## src/rtl/hazard_if.sv

```systemverilog
// Signal bundle between the RV32I pipeline datapath and its hazard/sequencing controller.
// The datapath side is the master; the controller is the slave.
interface hazard_if #(
  parameter int CNT_W = 32
);
  logic [4:0]       Rs1D;
  logic [4:0]       Rs2D;
  logic [4:0]       Rs1E;
  logic [4:0]       Rs2E;
  logic [4:0]       RdE;
  logic             MemReadE;
  logic             PCSrcE;
  logic [4:0]       RdM;
  logic [4:0]       RdW;
  logic             RegWriteM;
  logic             RegWriteW;
  logic             MemAccessM;
  logic             dmem_ready;

  logic [1:0]       ForwardAE;
  logic [1:0]       ForwardBE;
  logic             StallF;
  logic             StallD;
  logic             StallE;
  logic             StallM;
  logic             FlushD;
  logic             FlushE;
  logic             FlushW;
  logic             mem_timeout;
  logic [CNT_W-1:0] stall_cnt;
  logic [CNT_W-1:0] flush_cnt;

  modport master (
    output Rs1D, Rs2D, Rs1E, Rs2E, RdE, MemReadE, PCSrcE,
           RdM, RdW, RegWriteM, RegWriteW, MemAccessM, dmem_ready,
    input  ForwardAE, ForwardBE, StallF, StallD, StallE, StallM,
           FlushD, FlushE, FlushW, mem_timeout, stall_cnt, flush_cnt
  );

  modport slave (
    input  Rs1D, Rs2D, Rs1E, Rs2E, RdE, MemReadE, PCSrcE,
           RdM, RdW, RegWriteM, RegWriteW, MemAccessM, dmem_ready,
    output ForwardAE, ForwardBE, StallF, StallD, StallE, StallM,
           FlushD, FlushE, FlushW, mem_timeout, stall_cnt, flush_cnt
  );
endinterface

```

## src/rtl/hazard_controller.sv

```systemverilog
// Hazard controller for the 5-stage RV32I core: EX forwarding selects, pipeline
// stall/flush enables, data-memory wait tracking with timeout, and perf counters.
//
// state     | meaning
// RST_FLUSH | post-reset bubbles: PC held, ID/EX flushed for RST_FLUSH_CYC cycles
// RUN       | normal issue; load-use stalls and redirect flushes
// MEM_WAIT  | MEM access outstanding; whole pipe frozen, WB bubbled
module hazard_controller #(
  parameter int RST_FLUSH_CYC = 2,
  parameter int MEM_TIMEOUT   = 255,
  parameter int CNT_W         = 32
) (
  input  logic     clk,
  input  logic     reset,
  hazard_if.slave  hz
);

  typedef enum logic [1:0] {
    RST_FLUSH = 2'd0,
    RUN       = 2'd1,
    MEM_WAIT  = 2'd2
  } state_t;

  localparam int RW = (RST_FLUSH_CYC > 1) ? $clog2(RST_FLUSH_CYC) : 1;
  localparam int WW = $clog2(MEM_TIMEOUT + 1);
  localparam logic [RW-1:0] RLAST = RW'(RST_FLUSH_CYC - 1);
  localparam logic [WW-1:0] WMAX  = WW'(MEM_TIMEOUT);

  state_t           state, state_nxt;
  logic [RW-1:0]    rcnt;
  logic [WW-1:0]    wcnt, wcnt_nxt;
  logic             mem_timeout_q;
  logic [CNT_W-1:0] stall_cnt_q, flush_cnt_q;

  logic             lw_stall, mem_stall;
  logic             stall_f, stall_d, stall_e, stall_m;
  logic             flush_d, flush_e, flush_w;
  logic             flush_inc;
  logic [1:0]       fwd_a, fwd_b;

  // MEM result is newer than WB, so it wins when both match.
  always_comb begin
    fwd_a = 2'b00;
    if (hz.RegWriteM && hz.RdM != 5'd0 && hz.RdM == hz.Rs1E)      fwd_a = 2'b10;
    else if (hz.RegWriteW && hz.RdW != 5'd0 && hz.RdW == hz.Rs1E) fwd_a = 2'b01;
    fwd_b = 2'b00;
    if (hz.RegWriteM && hz.RdM != 5'd0 && hz.RdM == hz.Rs2E)      fwd_b = 2'b10;
    else if (hz.RegWriteW && hz.RdW != 5'd0 && hz.RdW == hz.Rs2E) fwd_b = 2'b01;
  end

  assign lw_stall  = hz.MemReadE && hz.RdE != 5'd0 &&
                     (hz.RdE == hz.Rs1D || hz.RdE == hz.Rs2D);
  // Dropping MemAccessM mid-wait also ends the wait.
  assign mem_stall = hz.MemAccessM && !hz.dmem_ready;

  always_ff @(posedge clk or posedge reset) begin
    if (reset) begin
      state         <= RST_FLUSH;
      rcnt          <= '0;
      wcnt          <= '0;
      mem_timeout_q <= 1'b0;
      stall_cnt_q   <= '0;
      flush_cnt_q   <= '0;
    end else begin
      state <= state_nxt;
      wcnt  <= wcnt_nxt;
      if (state == RST_FLUSH && rcnt != RLAST)
        rcnt <= rcnt + RW'(1);
      if (state != RST_FLUSH && mem_stall && wcnt_nxt == WMAX)
        mem_timeout_q <= 1'b1;
      if (state != RST_FLUSH && stall_f && stall_cnt_q != '1)
        stall_cnt_q <= stall_cnt_q + CNT_W'(1);
      if (flush_inc && flush_cnt_q != '1)
        flush_cnt_q <= flush_cnt_q + CNT_W'(1);
    end
  end

  always_comb begin
    state_nxt = state;
    wcnt_nxt  = wcnt;
    stall_f   = 1'b0;
    stall_d   = 1'b0;
    stall_e   = 1'b0;
    stall_m   = 1'b0;
    flush_d   = 1'b0;
    flush_e   = 1'b0;
    flush_w   = 1'b0;
    flush_inc = 1'b0;
    case (state)
      RST_FLUSH: begin
        stall_f = 1'b1;
        flush_d = 1'b1;
        flush_e = 1'b1;
        if (rcnt == RLAST) state_nxt = RUN;
      end
      RUN, MEM_WAIT: begin
        if (mem_stall) begin
          stall_f   = 1'b1;
          stall_d   = 1'b1;
          stall_e   = 1'b1;
          stall_m   = 1'b1;
          flush_w   = 1'b1;
          state_nxt = MEM_WAIT;
          if (state == RUN)       wcnt_nxt = WW'(1);
          else if (wcnt != WMAX)  wcnt_nxt = wcnt + WW'(1);
        end else begin
          state_nxt = RUN;
          wcnt_nxt  = '0;
          if (hz.PCSrcE) begin
            // The load-use victim sits on the wrong path and is squashed anyway.
            flush_d   = 1'b1;
            flush_e   = 1'b1;
            flush_inc = 1'b1;
          end else if (lw_stall) begin
            stall_f = 1'b1;
            stall_d = 1'b1;
            flush_e = 1'b1;
          end
        end
      end
      default: state_nxt = RST_FLUSH;
    endcase
  end

  assign hz.ForwardAE   = fwd_a;
  assign hz.ForwardBE   = fwd_b;
  assign hz.StallF      = stall_f;
  assign hz.StallD      = stall_d;
  assign hz.StallE      = stall_e;
  assign hz.StallM      = stall_m;
  assign hz.FlushD      = flush_d;
  assign hz.FlushE      = flush_e;
  assign hz.FlushW      = flush_w;
  assign hz.mem_timeout = mem_timeout_q;
  assign hz.stall_cnt   = stall_cnt_q;
  assign hz.flush_cnt   = flush_cnt_q;

endmodule
```

## src/flat_wrapper.sv

```systemverilog
// flat-port wrapper written by rule: the top's interface ports become plain ports
module hazard_controller_flat 
#(
  parameter int RST_FLUSH_CYC = 2,
  parameter int MEM_TIMEOUT   = 255,
  parameter int CNT_W         = 32
)
  (clk, reset, hz_Rs1D, hz_Rs2D, hz_Rs1E, hz_Rs2E, hz_RdE, hz_MemReadE, hz_PCSrcE, hz_RdM, hz_RdW, hz_RegWriteM, hz_RegWriteW, hz_MemAccessM, hz_dmem_ready, hz_ForwardAE, hz_ForwardBE, hz_StallF, hz_StallD, hz_StallE, hz_StallM, hz_FlushD, hz_FlushE, hz_FlushW, hz_mem_timeout, hz_stall_cnt, hz_flush_cnt);
  hazard_if #(.CNT_W(CNT_W)) hz_i ();
  input  logic clk;
  input  logic reset;
  input wire logic [$bits(hz_i.Rs1D)-1:0] hz_Rs1D;
  input wire logic [$bits(hz_i.Rs2D)-1:0] hz_Rs2D;
  input wire logic [$bits(hz_i.Rs1E)-1:0] hz_Rs1E;
  input wire logic [$bits(hz_i.Rs2E)-1:0] hz_Rs2E;
  input wire logic [$bits(hz_i.RdE)-1:0] hz_RdE;
  input wire logic [$bits(hz_i.MemReadE)-1:0] hz_MemReadE;
  input wire logic [$bits(hz_i.PCSrcE)-1:0] hz_PCSrcE;
  input wire logic [$bits(hz_i.RdM)-1:0] hz_RdM;
  input wire logic [$bits(hz_i.RdW)-1:0] hz_RdW;
  input wire logic [$bits(hz_i.RegWriteM)-1:0] hz_RegWriteM;
  input wire logic [$bits(hz_i.RegWriteW)-1:0] hz_RegWriteW;
  input wire logic [$bits(hz_i.MemAccessM)-1:0] hz_MemAccessM;
  input wire logic [$bits(hz_i.dmem_ready)-1:0] hz_dmem_ready;
  output wire logic [$bits(hz_i.ForwardAE)-1:0] hz_ForwardAE;
  output wire logic [$bits(hz_i.ForwardBE)-1:0] hz_ForwardBE;
  output wire logic [$bits(hz_i.StallF)-1:0] hz_StallF;
  output wire logic [$bits(hz_i.StallD)-1:0] hz_StallD;
  output wire logic [$bits(hz_i.StallE)-1:0] hz_StallE;
  output wire logic [$bits(hz_i.StallM)-1:0] hz_StallM;
  output wire logic [$bits(hz_i.FlushD)-1:0] hz_FlushD;
  output wire logic [$bits(hz_i.FlushE)-1:0] hz_FlushE;
  output wire logic [$bits(hz_i.FlushW)-1:0] hz_FlushW;
  output wire logic [$bits(hz_i.mem_timeout)-1:0] hz_mem_timeout;
  output wire logic [$bits(hz_i.stall_cnt)-1:0] hz_stall_cnt;
  output wire logic [$bits(hz_i.flush_cnt)-1:0] hz_flush_cnt;
  assign hz_i.Rs1D = hz_Rs1D;
  assign hz_i.Rs2D = hz_Rs2D;
  assign hz_i.Rs1E = hz_Rs1E;
  assign hz_i.Rs2E = hz_Rs2E;
  assign hz_i.RdE = hz_RdE;
  assign hz_i.MemReadE = hz_MemReadE;
  assign hz_i.PCSrcE = hz_PCSrcE;
  assign hz_i.RdM = hz_RdM;
  assign hz_i.RdW = hz_RdW;
  assign hz_i.RegWriteM = hz_RegWriteM;
  assign hz_i.RegWriteW = hz_RegWriteW;
  assign hz_i.MemAccessM = hz_MemAccessM;
  assign hz_i.dmem_ready = hz_dmem_ready;
  assign hz_ForwardAE = hz_i.ForwardAE;
  assign hz_ForwardBE = hz_i.ForwardBE;
  assign hz_StallF = hz_i.StallF;
  assign hz_StallD = hz_i.StallD;
  assign hz_StallE = hz_i.StallE;
  assign hz_StallM = hz_i.StallM;
  assign hz_FlushD = hz_i.FlushD;
  assign hz_FlushE = hz_i.FlushE;
  assign hz_FlushW = hz_i.FlushW;
  assign hz_mem_timeout = hz_i.mem_timeout;
  assign hz_stall_cnt = hz_i.stall_cnt;
  assign hz_flush_cnt = hz_i.flush_cnt;
  hazard_controller #(.RST_FLUSH_CYC(RST_FLUSH_CYC), .MEM_TIMEOUT(MEM_TIMEOUT), .CNT_W(CNT_W)) u_core (.clk(clk), .reset(reset), .hz(hz_i));
endmodule
```

## config.mk

```make
export PLATFORM = sky130hd
export DESIGN_NAME = hazard_controller_flat
export DESIGN_NICKNAME = d
export VERILOG_FILES = /design/src/rtl/hazard_if.sv /design/src/rtl/hazard_controller.sv /design/src/flat_wrapper.sv
export SDC_FILE = /design/constraint.sdc
export NUM_CORES = 1
export LEC_CHECK = 0
export BUFFER_PORTS_ARGS = -buffer_cell sky130_fd_sc_hd__buf_2
export CAP_MARGIN = 15
export CORE_UTILIZATION = 30
export DETAILED_ROUTE_END_ITERATION = 12
export PLACE_DENSITY = 0.5
export SLEW_MARGIN = 15
export SYNTH_ARGS = -nofsm -noshare
export SYNTH_HDL_FRONTEND = slang
export SYNTH_SLANG_ARGS = --single-unit
```

## constraint.sdc

```tcl
create_clock -name clk -period 4.5 [get_ports clk]
set_input_delay 0.225 -clock clk [delete_from_list [all_inputs] [get_ports clk]]
set_output_delay 0.225 -clock clk [all_outputs]
set_load 0.1 [all_outputs]
```

==> flow_metrics.py, run 1 <==
metrics = {
    "outcome": {
        "status": "finished clean",
    },
    "placement": {
        "routabilityCongestion": 0.860,
        "pre_cts_slack_ns": 1.59,
        "dpl-instance-area_um2": 5000,
        "dpl.hpwl_mm": 7.46,
        "dp.cells": 699,
        "portBuffers": 118,
    },
    "logic_synthesis": {
        "synth_area_per_cell_um2": 10.3,
        "ys_async_sr_fraction_pct": 100,
        "synth-simple-area-share_pct": 24.3,
        "yosysSeqAreaShare_pct": 44.4,
        "yosys-mux-area-fraction_pct": 0.876,
        "ys_types": 54,
        "synth_top_family_by_area": "simple AND/OR/NAND/NOR gates",
        "yosys_warnings": 0,
        "synthCells": 418,
        "synth_xor_area_share_pct": 18.6,
        "syn_area_um2": 4290,
        "synth-compound-area-share_pct": 6.65,
        "synth.net_count": 467,
        "synth-seq-cells": 76,
        "synthAdderAreaFrac_pct": 1.75,
        "synth-edff-count": 0,
        "ys.flop_type": "dfrtp_1",
    },
    "die": {
        "dieArea_um2": 14800,
        "die_w_um": 122,
        "core_area_um2": 13900,
        "fp.dieH_um": 122,
        "io_pins": 119,
        "rows": 43,
        "start_util_pct": 30.8,
    },
    "setup_path": {
        "critPathMaxStageDelay_ns": 0.63,
        "rrSetupSlack_ns": 1.58,
        "setup.worst_path.class": "flop to flop",
        "worstPathArrival_ns": 3.14,
        "setup.worst_path.start": "u_core.state[0]",
        "worstReg2RegEnd": "u_core.hz.stall_cnt[1]",
        "required_ns": 4.72,
        "crit_cells": 7,
        "path_delay_family": "simple AND/OR/NAND/NOR gates",
        "ff2ff_path_depth": 7,
        "cp-start-kind": "flop",
        "cp_max_fo": 31,
        "critPathBufInv": 1,
        "r2r_start": "u_core.state[0]",
        "endpoint": "u_core.hz.stall_cnt[1]",
        "critical_path.slowest_cell": "o21ai_4",
        "worstPathCellList": "inv_1 -> ha_1 -> nand2b_1 -> or4_4 -> o21ai_4 -> nand2_2 -> mux2_4",
        "endpoint_kind": "flop",
    },
    "sta": {
        "finalClockSkew_ns": 0.00524,
        "slew_headroom_pct": 34.0,
        "finalMaxSlewViolations": 0,
        "layout_min_cycle_time_ns": 2.92,
        "rsz0062_at_grt": "no",
        "worst_slack_ns": 1.58,
        "hold_viol_final": 0,
        "fmax_ghz": 0.342,
        "fin_tns_setup_ns": 0,
        "period_share_pct": 64.9,
        "hold_ws_ns": 0.0201,
        "setup_viol_count_final": 0,
        "worst-slew-pin-transition_ns": 0.989,
    },
    "clocking": {
        "cts_sinks": 76,
        "post_cts_buffers": 0,
        "cts_tree": "done",
        "cts_root_buf": "clkbuf_16",
        "cts_resized": 0,
        "cts_buffers": 9,
        "cts_max_level": 3,
        "cts_buffer_depth": 2,
        "ctsHoldBuffers": 0,
        "clk_pin_slew_ns": 0.06,
        "clock_latency_ns": 0.33,
    },
    "finish": {
        "fin_cells": 714,
        "drive_gt1_share_pct": 28.5,
        "fin_nets": 579,
        "synthToLayoutAreaGrowth_pct": 23.6,
        "n_antenna_cell": 0,
        "stdcell_area_um2": 5300,
        "final_common_cell": "buf_2",
        "most-common-layout-cells": "118 x buf_2, 76 x dfrtp_1, 63 x xnor2_1",
    },
    "detailed_routing": {
        "first_iter_violations": 230,
        "drt_pass1_iterations": 4,
        "vias": 3563,
        "wl_per_cell_um": 14.3,
        "via_per_inst": 4.99,
        "wl_mm": 10.2,
        "ant_nets": 0,
        "drc": 0,
    },
    "global_routing": {
        "grt_pass1_wl_mm": 16.6,
        "grt_usage_pct": 14.3,
        "antenna_found_initial": 0,
        "grt_pass1_vias": 3400,
        "grt_overflow": 0,
        "grt_max_degree": 43,
    },
    "pwr": {
        "leakagePower_nw": 2.50,
        "peakVddDrop_mv": 0.395,
        "powerDensity_nw_per_um2": 464,
    },
    "hold_path": {
        "hp-class": "input pin to asynchronous set/reset pin",
    },
    "job": {
        "maxCapViolCount": 0,
    },
}
==> worst min-delay path by stage <==
| stage | slack [ns] | endpoint | from | cells past startpoint |
|---|---|---|---|---|
| final | 0.02 | u_core.hz.flush_cnt[27] | reset | 2 |
| after global routing | 0.1 | u_core.hz.flush_cnt[27] | reset | 2 |
| after CTS | 0.06 | u_core.hz.flush_cnt[27] | reset | 2 |
| after detailed placement | 0.42 | u_core.hz.flush_cnt[27] | reset | 2 |
| after global placement | 0.41 | u_core.hz.flush_cnt[27] | reset | 2 |
| after floorplan | 0.48 | u_core.state[1] | u_core.rcnt | 1 |
==> worst register-to-register path, delay by kind of cell (launching register included) <==
kind	cells	cell delay (ns)
buf+inv	1	0.06
fa+ha+maj	1	0.61
simple gates	3	0.77
flops	1	0.39
compound gates	1	0.63
mux	1	0.33
==> per-layer routing <==
| layer | up-vias | global-route usage, % | wire length [um] |
|---|---|---|---|
| met2 | 88 | 23.4 | 4950 |
| met5 | - | 0 | 0 |
| met3 | 7 | 4.26 | 458 |
| met4 | 0 | 4.17 | 89 |
| li1 | 1724 | - | - |
| met1 | 1744 | 18.3 | 4720 |
==> power by group <==
group	leakage, nW	total [W]	internal, W	switching [W]
Sequential	1.04	0.000803	0.000738	0.0000655
Clock	0.144	0.000709	0.000438	0.000271
Combinational	1.32	0.000944	0.000199	0.000745
==> stage by stage <==
stage,power [W],utilization [%]
after floorplan,0.00159,-
after global placement,0.00175,35.9
after detailed placement,0.00176,35.9
after CTS,0.00249,38.0
after global routing,0.00257,38.0
final,0.00246,38.0
==> synthesized netlist by cell type, types with 3 or more instances <==
| master | instances | area share (%) |
|---|---|---|
| ha_1 | 6 | 1.8 |
| buf_2 | 3 | 0.35 |
| or4_1 | 5 | 0.88 |
| inv_1 | 9 | 0.79 |
| nor2_1 | 16 | 1.4 |
| nand2b_1 | 4 | 0.58 |
| nand2_1 | 21 | 1.8 |
| nand3_1 | 38 | 4.4 |
| buf_6 | 3 | 0.79 |
| xor2_1 | 28 | 5.7 |
| dfrtp_1 | 76 | 44 |
| and4_1 | 10 | 2.0 |
| clkbuf_1 | 7 | 0.61 |
| o21ai_0 | 4 | 0.47 |
| xnor2_1 | 63 | 13 |
| a211oi_1 | 3 | 0.53 |
| and3_1 | 23 | 3.4 |
| a21oi_1 | 12 | 1.4 |
| nor3_1 | 4 | 0.47 |
| o31ai_1 | 4 | 0.70 |
| and2_1 | 6 | 0.88 |
| nor4_1 | 5 | 0.73 |
| nand4_1 | 25 | 3.6 |
| buf_4 | 5 | 0.88 |
==> flip-flops by register name, indices dropped and copies added, names as in the netlist <==
name / cells
u_core.hz.flush_cnt: 32
u_core.hz.mem_timeout: 1
u_core.hz.stall_cnt: 32
u_core.rcnt: 1
u_core.state: 2
u_core.wcnt: 8
==> logic make-up (layout without fill, tap and decap cells) <==
family,Yosys count,after routing
flops,76,76
fa+ha+maj,6,6
simple gates,175,175
xor+xnor,91,91
mux,3,3
compound gates,40,40
buf+inv,27,143
==> layout make-up <==
| class | instances | area [um^2] |
|---|---|---|
| multi-input cells | 315 | 2250 |
| fillers | 1390 | 8640 |
| well taps | 180 | 225 |
| repair buffers | 119 | 598 |
| clock buffers | 10 | 239 |
| flip-flops and latches | 76 | 1900 |
| clock inverters | 5 | 52.6 |
| inverters | 9 | 33.8 |
Note: power is estimated with default switching activity, not from simulation.
==> run 2, diff against run 1 <==
Settings changed: ABC_AREA from default to 1, PLACE_DENSITY 0.5 to 0.48.
Clock period 4.5 ns to 3 ns, I/O delays scaled along.
==> run 2 against run 1 <==
Cell count rose by 54%. Die area rose by 27%. Register-to-register slack got worse by 0.78 ns. Critical endpoint is now hz_FlushE. Highest routed layer unchanged.
==> flow_metrics.py, run 2 <==
metrics = {
    "detailed_routing": {
        "wl_mm": 15.4,
        "vias": 5187,
        "first_iter_violations": 224,
        "wl_per_cell_um": 13.9,
        "ant_nets": 0,
        "via_per_inst": 4.70,
        "drt_pass1_iterations": 4,
        "drc": 0,
    },
    "sta": {
        "period_share_pct": 82.1,
        "slew_headroom_pct": 59.0,
        "hold_viol_final": 0,
        "fmax_ghz": 0.406,
        "finalClockSkew_ns": 0.0101,
        "hold_ws_ns": 0.120,
        "setup_viol_count_final": 0,
        "finalMaxSlewViolations": 0,
        "worst-slew-pin-transition_ns": 0.614,
        "rsz0062_at_grt": "no",
        "fin_tns_setup_ns": 0,
        "layout_min_cycle_time_ns": 2.46,
    },
    "logic_synthesis": {
        "synth-edff-count": 0,
        "syn_area_um2": 5440,
        "ys_types": 38,
        "synth_most_common_cell": "nand2_1",
        "synth_top_area_share_pct": 34.9,
        "ys.flop_type": "dfrtp_1",
        "synthCells": 754,
        "yosys_warnings": 0,
        "ys_async_sr_fraction_pct": 100,
        "synth_common_cells": "246 x nand2_1, 76 x dfrtp_1, 74 x nor2_1, 66 x inv_1, 47 x nand4_1",
        "synth_area_per_cell_um2": 7.22,
        "yosysSeqAreaShare_pct": 34.9,
        "synth.net_count": 803,
        "synth-seq-cells": 76,
        "yosys.area.top_type": "dfrtp_1",
        "netlist_top_cells_area": "dfrtp_1 35%, nand2_1 17%, xor2_1 7.2%, nand4_1 5.4%, xnor2_1 5.3%",
    },
    "setup_path": {
        "setup.worst_path.class": "flop to primary output",
        "required_ns": 2.85,
        "endpoint_kind": "primary output",
        "worstPathArrival_ns": 2.31,
        "cp_max_fo": 6,
        "rrSetupSlack_ns": 0.80,
        "cp-start-kind": "flop",
    },
    "clocking": {
        "cts_tree": "done",
        "clk_pin_slew_ns": 0.06,
        "clock_latency_ns": 0.34,
        "cts_root_buf": "clkbuf_16",
        "cts_max_level": 3,
        "cts_sinks": 76,
        "post_cts_buffers": 0,
        "cts_buffer_depth": 2,
        "cts_resized": 0,
        "cts_buffers": 9,
    },
    "placement": {
        "routabilityCongestion": 0.838,
        "dpl.hpwl_mm": 11.8,
        "portBuffers": 118,
    },
    "global_routing": {
        "grt_pass1_vias": 4959,
        "antenna_found_initial": 0,
        "grt_max_degree": 33,
        "grt_usage_pct": 17.4,
        "grt_pass1_wl_mm": 25.3,
        "grt_overflow": 0,
    },
    "pwr": {
        "leakagePower_nw": 3.31,
        "peakVddDrop_mv": 0.439,
        "powerDensity_nw_per_um2": 735,
    },
    "job": {
        "maxCapViolCount": 0,
    },
    "finish": {
        "n_antenna_cell": 0,
        "final_common_cell": "nand2_1",
        "most-common-layout-cells": "246 x nand2_1, 118 x buf_2, 76 x dfrtp_1",
        "drive_gt1_share_pct": 21.5,
        "fin_nets": 923,
        "fillCellCount": 1911,
        "synthToLayoutAreaGrowth_pct": 21.2,
    },
    "die": {
        "core_area_um2": 17500,
        "dieArea_um2": 18700,
        "fp.dieH_um": 137,
        "io_pins": 119,
        "start_util_pct": 31.0,
        "die_w_um": 137,
        "rows": 48,
    },
    "hold_path": {
        "hp-class": "input pin to flop",
    },
    "outcome": {
        "status": "finished clean",
    },
}
-- run 2: through the flow --
step	instance area, um^2	instances	utilization [%]	total power, W	worst slack [ns]
6_report	6600	1103	37.6	0.00485	0.537
4_1_cts	6600	1103	37.6	0.00492	0.507
2_1_floorplan	5470	754	-	0.00328	0.0715
3_5_place_dp	6260	1087	35.7	0.00368	0.789
3_3_place_gp	6260	1087	35.7	0.00368	0.814
5_1_grt	6600	1103	37.6	0.00512	0.415
-- run 2: report_power, final --
part           switching [W]  internal [W]
sequential          0.000175       0.00115
clock               0.000443      0.000768
combinational        0.00188      0.000439
total                0.00249       0.00236
-- run 2: logic make-up after synthesis --
logic type | count (synthesis) | synth area share (%)
buffers and inverters | 91 | 7.61
xor gates and xnor gates | 79 | 12.8
and+or+nand+nor | 475 | 40.3
adders and majority gates | 6 | 1.38
AOI/OAI and AO/OA | 27 | 2.94
DFF | 76 | 34.9
-- run 2: path summary, 6_finish.rpt --
check	start	depth (start not counted)	end
max in group asynchronous	reset	4	u_core.hz.stall_cnt[8]
worst max register to register	u_core.state[0]	9	u_core.hz.flush_cnt[16]
worst max-delay path	u_core.state[0]	7	hz_FlushE
min in group asynchronous	reset	3	u_core.wcnt[4]
worst min register to register	u_core.hz.mem_timeout	2	u_core.hz.mem_timeout
worst min-delay path	hz_dmem_ready	4	u_core.hz.mem_timeout
-- run 2: layout make-up --
cell class                      count  area [um^2]  area share (%)
Tap cell                          225          282            4.27
Sequential cell                    76         1900            28.8
Inverter                           74          279            4.23
Timing Repair Buffer              126          653            9.90
Clock inverter                      4         72.6            1.10
Multi-Input combinational cell    587         3160            47.9
Clock buffer                       11          253            3.83
-- run 2: repair_timing --
action | in CTS | in global routing
endpoints found under the hold margin | 19 | 0
endpoints found under the setup margin | 0 | 0
hold buffers | 1 | 0
-- run 2: routing by layer --
layer / up-vias / part of all wire (%) / global-route usage, %
met5: - / 0 / 0
met1: 2379 / 49 / 24.7
li1: 2657 / - / -
met3: 13 / 5.1 / 2.96
met2: 138 / 45 / 26.9
met4: 0 / 1.1 / 5.06
-- run 2: critical path, stage by stage (launching register included) --
cell and delay (ns):
dfrtp_1 0.39, inv_1 0.06, ha_1 0.37, inv_2 0.11, nor2_4 0.14, nand2_1 0.14, a31oi_1 0.29, buf_2 0.48
